### src/rtl/irq_encoder8_if.sv
// irq_encoder8_if: request/acknowledge bundle for the 8-input priority encoder.
//   i0_n..i7_n : active-low request lines (i7_n highest priority)
//   ei_n       : active-low capture enable
//   ack        : consumer acknowledge for the presented code
//   a2..a0     : binary index of the presented request (a2 is MSB)
//   valid      : code on a2..a0 is valid
//   gs_n, eo_n : 74148-style group-select / enable-out status
//   pending    : captured, not-yet-acknowledged requests
// Modports: master = request source / code consumer, slave = the encoder.
interface irq_encoder8_if;
  logic       i0_n, i1_n, i2_n, i3_n, i4_n, i5_n, i6_n, i7_n;
  logic       ei_n;
  logic       ack;
  logic       a0, a1, a2;
  logic       valid;
  logic       gs_n;
  logic       eo_n;
  logic [7:0] pending;

  modport master (
    output i0_n, i1_n, i2_n, i3_n, i4_n, i5_n, i6_n, i7_n, ei_n, ack,
    input  a0, a1, a2, valid, gs_n, eo_n, pending
  );

  modport slave (
    input  i0_n, i1_n, i2_n, i3_n, i4_n, i5_n, i6_n, i7_n, ei_n, ack,
    output a0, a1, a2, valid, gs_n, eo_n, pending
  );
endinterface

### src/rtl/irq_encoder8.sv
// irq_encoder8: registered 8-input priority encoder with request/acknowledge handshake.
// Captures falling edges on eight active-low request lines, holds them pending and
// presents the highest pending index one at a time until acknowledged. Also drives
// 74148-style gs_n / eo_n status for cascading.
// Ports:
//   clk     : system clock, rising edge
//   reset_n : asynchronous active-low reset
//   bus     : irq_encoder8_if.slave (requests, ei_n, ack in; code, valid, status out)
// Build option: define IRQ_ENCODER8_SYNC_EN to put a 2-flop synchroniser in front of
// every request line and ei_n (adds 2 cycles to request and status latency).
module irq_encoder8 (
  input  logic            clk,
  input  logic            reset_n,
  irq_encoder8_if.slave   bus
);

  typedef enum logic [0:0] {StIdle, StPresent} state_e;

  // Raw inputs, active-low, ei_n in the top bit.
  logic [8:0] raw_n;
  logic [8:0] stage_in_n;

  assign raw_n = {bus.ei_n, bus.i7_n, bus.i6_n, bus.i5_n, bus.i4_n,
                  bus.i3_n, bus.i2_n, bus.i1_n, bus.i0_n};

`ifdef IRQ_ENCODER8_SYNC_EN
  // Cycles after reset until both s_q and s_d_q hold real samples.
  localparam int unsigned ArmCycles = 4;

  logic [8:0] sync1_q, sync2_q;

  always_ff @(posedge clk or negedge reset_n) begin
    if (!reset_n) begin
      sync1_q <= '1;
      sync2_q <= '1;
    end else begin
      sync1_q <= raw_n;
      sync2_q <= sync1_q;
    end
  end

  assign stage_in_n = sync2_q;
`else
  localparam int unsigned ArmCycles = 2;

  assign stage_in_n = raw_n;
`endif

  logic [7:0] s_q, s_d_q;
  logic       se_q;
  logic [2:0] arm_cnt_q;
  logic       armed;

  // Edge detection is held off until the delay line is filled with post-reset
  // samples, so a line still held low when reset releases never looks like a rise.
  assign armed = (arm_cnt_q == 3'(ArmCycles));

  always_ff @(posedge clk or negedge reset_n) begin
    if (!reset_n) begin
      s_q       <= '0;
      s_d_q     <= '0;
      se_q      <= 1'b0;
      arm_cnt_q <= '0;
    end else begin
      s_q   <= ~stage_in_n[7:0];
      se_q  <= ~stage_in_n[8];
      s_d_q <= s_q;
      if (!armed) begin
        arm_cnt_q <= arm_cnt_q + 3'd1;
      end
    end
  end

  logic [7:0] set_mask;

  assign set_mask = (armed && se_q) ? (s_q & ~s_d_q) : 8'h00;

  // Handshake FSM and pending register.
  state_e     state_q, state_d;
  logic [2:0] code_q, code_d;
  logic [7:0] pending_q, pending_d;
  logic [7:0] clr_mask;
  logic [2:0] hi_idx;

  always_comb begin
    hi_idx = 3'd0;
    for (int unsigned k = 0; k < 8; k++) begin
      if (pending_q[k]) begin
        hi_idx = 3'(k);
      end
    end
  end

  always_comb begin
    state_d  = state_q;
    code_d   = code_q;
    clr_mask = 8'h00;
    unique case (state_q)
      StIdle: begin
        if (|pending_q) begin
          code_d  = hi_idx;
          state_d = StPresent;
        end
      end
      StPresent: begin
        // Code stays frozen here regardless of newer arrivals.
        if (bus.ack) begin
          clr_mask = 8'h01 << code_q;
          state_d  = StIdle;
        end
      end
      default: state_d = StIdle;
    endcase
    // Set after clear: a fresh rise on the acknowledged index survives.
    pending_d = (pending_q & ~clr_mask) | set_mask;
  end

  logic gs_n_q, eo_n_q;

  always_ff @(posedge clk or negedge reset_n) begin
    if (!reset_n) begin
      state_q   <= StIdle;
      code_q    <= '0;
      pending_q <= '0;
      gs_n_q    <= 1'b1;
      eo_n_q    <= 1'b1;
    end else begin
      state_q   <= state_d;
      code_q    <= code_d;
      pending_q <= pending_d;
      gs_n_q    <= ~(se_q & |s_q);
      eo_n_q    <= ~(se_q & ~|s_q);
    end
  end

  assign bus.a0      = code_q[0];
  assign bus.a1      = code_q[1];
  assign bus.a2      = code_q[2];
  assign bus.valid   = (state_q == StPresent);
  assign bus.gs_n    = gs_n_q;
  assign bus.eo_n    = eo_n_q;
  assign bus.pending = pending_q;

endmodule

### src/flat_wrapper.sv
// flat-port wrapper written by rule: the top's interface ports become plain ports
module irq_encoder8_flat 
  (clk, reset_n, bus_i0_n, bus_i1_n, bus_i2_n, bus_i3_n, bus_i4_n, bus_i5_n, bus_i6_n, bus_i7_n, bus_ei_n, bus_ack, bus_a0, bus_a1, bus_a2, bus_valid, bus_gs_n, bus_eo_n, bus_pending);
  irq_encoder8_if bus_i ();
  input  logic clk;
  input  logic reset_n;
  input wire logic [$bits(bus_i.i0_n)-1:0] bus_i0_n;
  input wire logic [$bits(bus_i.i1_n)-1:0] bus_i1_n;
  input wire logic [$bits(bus_i.i2_n)-1:0] bus_i2_n;
  input wire logic [$bits(bus_i.i3_n)-1:0] bus_i3_n;
  input wire logic [$bits(bus_i.i4_n)-1:0] bus_i4_n;
  input wire logic [$bits(bus_i.i5_n)-1:0] bus_i5_n;
  input wire logic [$bits(bus_i.i6_n)-1:0] bus_i6_n;
  input wire logic [$bits(bus_i.i7_n)-1:0] bus_i7_n;
  input wire logic [$bits(bus_i.ei_n)-1:0] bus_ei_n;
  input wire logic [$bits(bus_i.ack)-1:0] bus_ack;
  output wire logic [$bits(bus_i.a0)-1:0] bus_a0;
  output wire logic [$bits(bus_i.a1)-1:0] bus_a1;
  output wire logic [$bits(bus_i.a2)-1:0] bus_a2;
  output wire logic [$bits(bus_i.valid)-1:0] bus_valid;
  output wire logic [$bits(bus_i.gs_n)-1:0] bus_gs_n;
  output wire logic [$bits(bus_i.eo_n)-1:0] bus_eo_n;
  output wire logic [$bits(bus_i.pending)-1:0] bus_pending;
  assign bus_i.i0_n = bus_i0_n;
  assign bus_i.i1_n = bus_i1_n;
  assign bus_i.i2_n = bus_i2_n;
  assign bus_i.i3_n = bus_i3_n;
  assign bus_i.i4_n = bus_i4_n;
  assign bus_i.i5_n = bus_i5_n;
  assign bus_i.i6_n = bus_i6_n;
  assign bus_i.i7_n = bus_i7_n;
  assign bus_i.ei_n = bus_ei_n;
  assign bus_i.ack = bus_ack;
  assign bus_a0 = bus_i.a0;
  assign bus_a1 = bus_i.a1;
  assign bus_a2 = bus_i.a2;
  assign bus_valid = bus_i.valid;
  assign bus_gs_n = bus_i.gs_n;
  assign bus_eo_n = bus_i.eo_n;
  assign bus_pending = bus_i.pending;
  irq_encoder8 u_core (.clk(clk), .reset_n(reset_n), .bus(bus_i));
endmodule
### config.mk
export PLATFORM = sky130hd
export DESIGN_NAME = irq_encoder8_flat
export DESIGN_NICKNAME = d
export VERILOG_FILES = /design/src/rtl/irq_encoder8_if.sv /design/src/rtl/irq_encoder8.sv /design/src/flat_wrapper.sv
export SDC_FILE = /design/constraint.sdc
export NUM_CORES = 1
export LEC_CHECK = 0
export ABC_AREA = 1
export BUFFER_PORTS_ARGS = -buffer_cell sky130_fd_sc_hd__buf_2
export CAP_MARGIN = 30
export CORE_MARGIN = 10
export CORE_UTILIZATION = 35
export DETAILED_ROUTE_END_ITERATION = 7
export SKIP_LAST_GASP = 1
export SLEW_MARGIN = 10
export SYNTH_ARGS = -nofsm -noshare
export SYNTH_HDL_FRONTEND = slang
export SYNTH_SLANG_ARGS = --single-unit
### constraint.sdc
create_clock -name clk -period 1.29 [get_ports clk]
set_input_delay 0.3225 -clock clk [delete_from_list [all_inputs] [get_ports clk]]
set_output_delay 0.3225 -clock clk [all_outputs]
set_load 0.02 [all_outputs]
* Yosys cells after proc, flatten, opt, wreduce, memory -nomap -nowiden
Cells that the tools add are included.
Storage, ports and cells: bits in registers 34, latch bits 0, memory bits (writable) 0, ROM bits 0, input bits 12, output and inout port bits 14, memories kept 0
Cells by class: add/sub/neg operators 1, $mul 0, divide/modulo/power cells 0, magnitude comparators 0, equality and inequality tests 1, shifts and indexed selects 1, muxes and demuxes 13, bitwise logic cells 12, reduce and logical (&&, ||, !) cells 5
Operators with widths (number):
- 2-to-1 mux 8 bit | 3
- NOT 8 bit | 3
- 2-to-1 mux 3 bit | 6
- bitwise AND 8 bit | 2
- OR reduction 8 bit | 2
- OR 8 bit | 1
- << shifter 1 x 3 -> 8 bit, first input constant | 1
- NOT 1 bit | 4
- adder 3 x 1 -> 3 bit, second input constant | 1
- == test 3 x 2 -> 1 bit, second input constant | 1
- 2-to-1 mux 1 bit | 3
- bitwise AND 1 bit | 2
- one-hot mux 1 bit (2 select lines) | 1
- AND reduction 2 bit | 1
- logical AND 1 bit | 1
- logical NOT 1 bit | 1

* Depth between registers and ports, before layout
depth in word-level cells 7, depth in mapped cells 9, mapped depth without buffers 9

* Least setup slack after synthesis
Ideal clock, no wire load.
path kind flip-flop to flip-flop, start register u_core.arm_cnt_q[0], end register u_core.pending_q[3], in the netlist u_core.bus.pending[3], arrival 1021 ps, required time 1195 ps, path slack 174 ps, cell stages (with the launch flop) 7, cell sequence dfrtp_1 inv_1 ha_1 inv_1 nor2_4 nand2_4 o31ai_1
Between the ends: longest elaborated chain between the ends 4
RTL lines:
- start: declaration | RTL line irq_encoder8.sv:51 | logic [2:0] arm_cnt_q;
- start signal: assignment | RTL line irq_encoder8.sv:69 | arm_cnt_q <= arm_cnt_q + 3'd1;
- == test 3 x 2 -> 1 bit | RTL line irq_encoder8.sv:56 | assign armed = (arm_cnt_q == 3'(ArmCycles));
- logical AND 1 bit | RTL line irq_encoder8.sv:76 | assign set_mask = (armed && se_q) ? (s_q & ~s_d_q) : 8'h00;
- 2-to-1 mux 8 bit | RTL line irq_encoder8.sv:76
- OR 8 bit | RTL line irq_encoder8.sv:115 | pending_d = (pending_q & ~clr_mask) | set_mask;
- via u_core.pending_d[3] | RTL line irq_encoder8.sv:81 | logic [7:0] pending_q, pending_d;
- end signal: assignment | RTL line irq_encoder8.sv:130 | pending_q <= pending_d;
- end: declaration | RTL line irq_encoder8.sv:81
The timed path passes the listed nets, and every way through them passes these cells. A chain may end at the register's enable or synchronous reset.

* Final worst setup path
start register u_core.eo_n_q, in the netlist u_core.bus.eo_n, end output port bus_eo_n
RTL lines:
- start: declaration | RTL line irq_encoder8.sv:118 | logic gs_n_q, eo_n_q;
- start signal: assignment | RTL line irq_encoder8.sv:132 | eo_n_q <= ~(se_q & ~|s_q);
- end: declaration | RTL line flat_wrapper.sv:22 | output wire logic [$bits(bus_i.eo_n)-1:0] bus_eo_n;
No word-level cell between the ends.

==> reports/metrics.cfg <==
[power]
irDropWorstVdd_mv=0.785
power_frac_comb_pct=30.4
p_leak_nw=0.838
p_clk_share_pct=26.3
switchingPower_mw=1.20
switching_share_pct=35.8
power.internal_mw=2.15
power_density_nw_per_um2=2020
power_frac_seq_pct=43.3

[min_path]
hold_class=input port to flip-flop
hold_depth=2
min_to=u_core.s_q[7]$_DFF_PN0_
hp-start=bus_i7_n

[grt]
antenna_found_initial=0
grt_max_degree=35
track_usage_pct=8.33
grt_pass1_vias=997
grt_pass1_wl_mm=4.22
overflow=0

[floorplan]
ios=26
die_area_um2=6500
core_um2=3440
row_count=21
die_w_um=80.7
chipHeight_um=80.7
start_util_pct=37.4

[layout]
synthToLayoutAreaGrowth_pct=28.8
diodes=0
final_area_um2=1660
n_fill_cell=328
layout.nets=171
drive_gt1_share_pct=30.4

[run_status]
status=complete, no violations

[worst_setup_path]
startpoint=u_core.bus.eo_n$_DFF_PN1_
crit_fanout=1
crit_slowest_cell=dfstp_2
critPathKind=flip-flop to primary output
r2r_end=u_core.bus.pending[4]$_DFF_PN0_
critPathArrivalTime_ns=0.93
crit_buf_inv=1
worstSetupEndpointType=primary output
critPathLaunchType=flip-flop
slowest_delay_ns=0.51
crit_chain=buf_2
r2r_slack_ns=0.08
crit_family=flip-flops
r2r_start=u_core.arm_cnt_q[0]$_DFFE_PN0P_
worst_ep_required_time_ns=0.97
ff2ff_path_depth=6

[place]
dpl_cell_area_um2=1490
portBuffers=25
dp_hpwl_mm=1.90
place_congestion=0.808

[sta]
hold_viol_final=0
period_share_pct=97.3
final.setup_skew_ns=0.00322
slew_viol_final=0
worst_pin_slew_ns=0.251
fmax_mhz=796
setup_viol=0
slew_headroom_pct=83.1
whs_ns=0.177
timing.final.crit_period_ns=1.26

[clocking]
cts-root-buf=clkbuf_8
worstSkewPairLatency_ns=0.28
cts.sinks=34
clockBufferDepth=2
path_clk_slew_ns=0.06
cts_tree=built
htree_num_levels=2
cts_buffers=5

[logic_synthesis]
seq_area_frac_synth_pct=66.3
synth_warnings=0
synth_cell_types=17
synth-seq-cells=34
syn_nets=135
synthesis.instances=121
synth_area_per_cell_um2=10.6
synth_area_um2=1290
yosysTopAreaCellShare_pct=62.2
synth_area_leader_cell=dfrtp_1
ys_top_cells_by_area=dfrtp_1 62%, inv_1 8.5%, nand2_1 5.0%

[drt]
via_count=889
drt_iter0_markers=55
routed_wl_mm=2.56
via_per_inst=4.36
ant_nets=0
remaining_drc_errors=0
wire_per_inst_um=12.5
drtPass1Iterations=2

[flow_run]
maxCapViolations=0

[through the flow]
step	power, mW	worst slack (ns)	TNS (ns)	utilization [%]	cells
after floorplan	2.05	0.174	0	-	121
after global placement	2.40	0.134	0	43.3	193
after detailed placement	2.45	0.0444	0	43.3	193
after CTS	3.34	0.0153	0	46.8	202
after global routing	3.58	-0.0301	-0.0301	48.2	204
final	3.35	0.0343	0	48.2	204
[power groups by stage]
stage / Clock (mW) / Combinational (mW) / Sequential [mW]
after floorplan: 0 / 0.409 / 1.64
after global placement: 0 / 0.947 / 1.45
after detailed placement: 0 / 0.980 / 1.47
after CTS: 0.907 / 0.985 / 1.45
after global routing: 0.964 / 1.13 / 1.48
final: 0.881 / 1.02 / 1.45
[kinds of logic (layout without fill, tap and decap cells)]
logic type / Yosys count / after routing / synth area share, %
buf+inv: 29 / 66 / 8.45
xor+xnor: 2 / 2 / 1.36
flops: 34 / 34 / 66.3
simple gates: 32 / 32 / 11.7
fa+ha+maj: 2 / 2 / 1.94
compound gates: 22 / 22 / 10.3
[worst max path at each step]
stage,end,depth (start not counted)
floorplan,u_core.bus.pending[3]$_DFF_PN0_,6
global placement,u_core.bus.pending[7]$_DFF_PN0_,6
detailed placement,u_core.bus.pending[7]$_DFF_PN0_,6
CTS,bus_gs_n,1
global route,u_core.bus.pending[4]$_DFF_PN0_,6
finish,bus_eo_n,1
[cell usage in the layout, fill, tap and decap left out, drive strengths merged]
cell type and n:
buf 28, clkbuf 8, dfrtp 32, dfstp 2, dlygate4sd3 1, ha 2
inv 29, nand2 19, nand3 6, nand4 2, nor2 5, o211ai 1
o21ai 13, o31ai 8, xnor2 1, xor2 1
[synthesized netlist by cell type]
cell type,number
nor2_1,4
o31ai_1,8
o21ai_0,11
inv_1,29
ha_1,2
xor2_1,1
dfrtp_1,32
nand2_1,17
nor2_4,1
o21ai_1,2
nand2_2,1
xnor2_1,1
nand4_1,2
nand2_4,1
o211ai_1,1
nand3_1,6
dfstp_2,2
[registers in the layout, indices dropped and copies added, names as in the netlist]
name,cells
u_core.bus.eo_n,1
u_core.se_q,1
u_core.bus.valid,1
u_core.bus.pending,8
u_core.bus.gs_n,1
u_core.code_q,3
u_core.arm_cnt_q,3
u_core.s_d_q,8
u_core.s_q,8
[worst register-to-register path, cell delays in order (launching register included)]
cell and delay (ns):
dfrtp_1 0.39, inv_2 0.07, ha_1 0.14, inv_1 0.06
nor2_4 0.15, nand2_4 0.11, o31ai_2 0.20
[routing by layer]
layer	vias to the layer above	routed length, um	track usage (%)
met3	5	246	5.01
li1	449	-	-
met2	26	1230	13.1
met5	-	0	0
met1	409	1040	9.21
met4	0	38	2.60
[layout make-up]
| class | count | area [um^2] | share of cell area, % |
|---|---|---|---|
| inverter | 29 | 109 | 6.57 |
| clock buffer | 8 | 110 | 6.64 |
| sequential | 34 | 853 | 51.5 |
| timing repair buffer | 29 | 173 | 10.4 |
| multi-input combinational | 58 | 355 | 21.4 |
| tap | 46 | 57.6 | 3.47 |
[timing repair]
action                                  in CTS  in global routing
setup buffers                                0                  2
hold buffers                                 1                  0
endpoints found under the setup margin       0                  9
gates resized for setup                      0                  8
endpoints found under the hold margin       32                  0
Note: power is estimated with default switching activity, not from simulation.
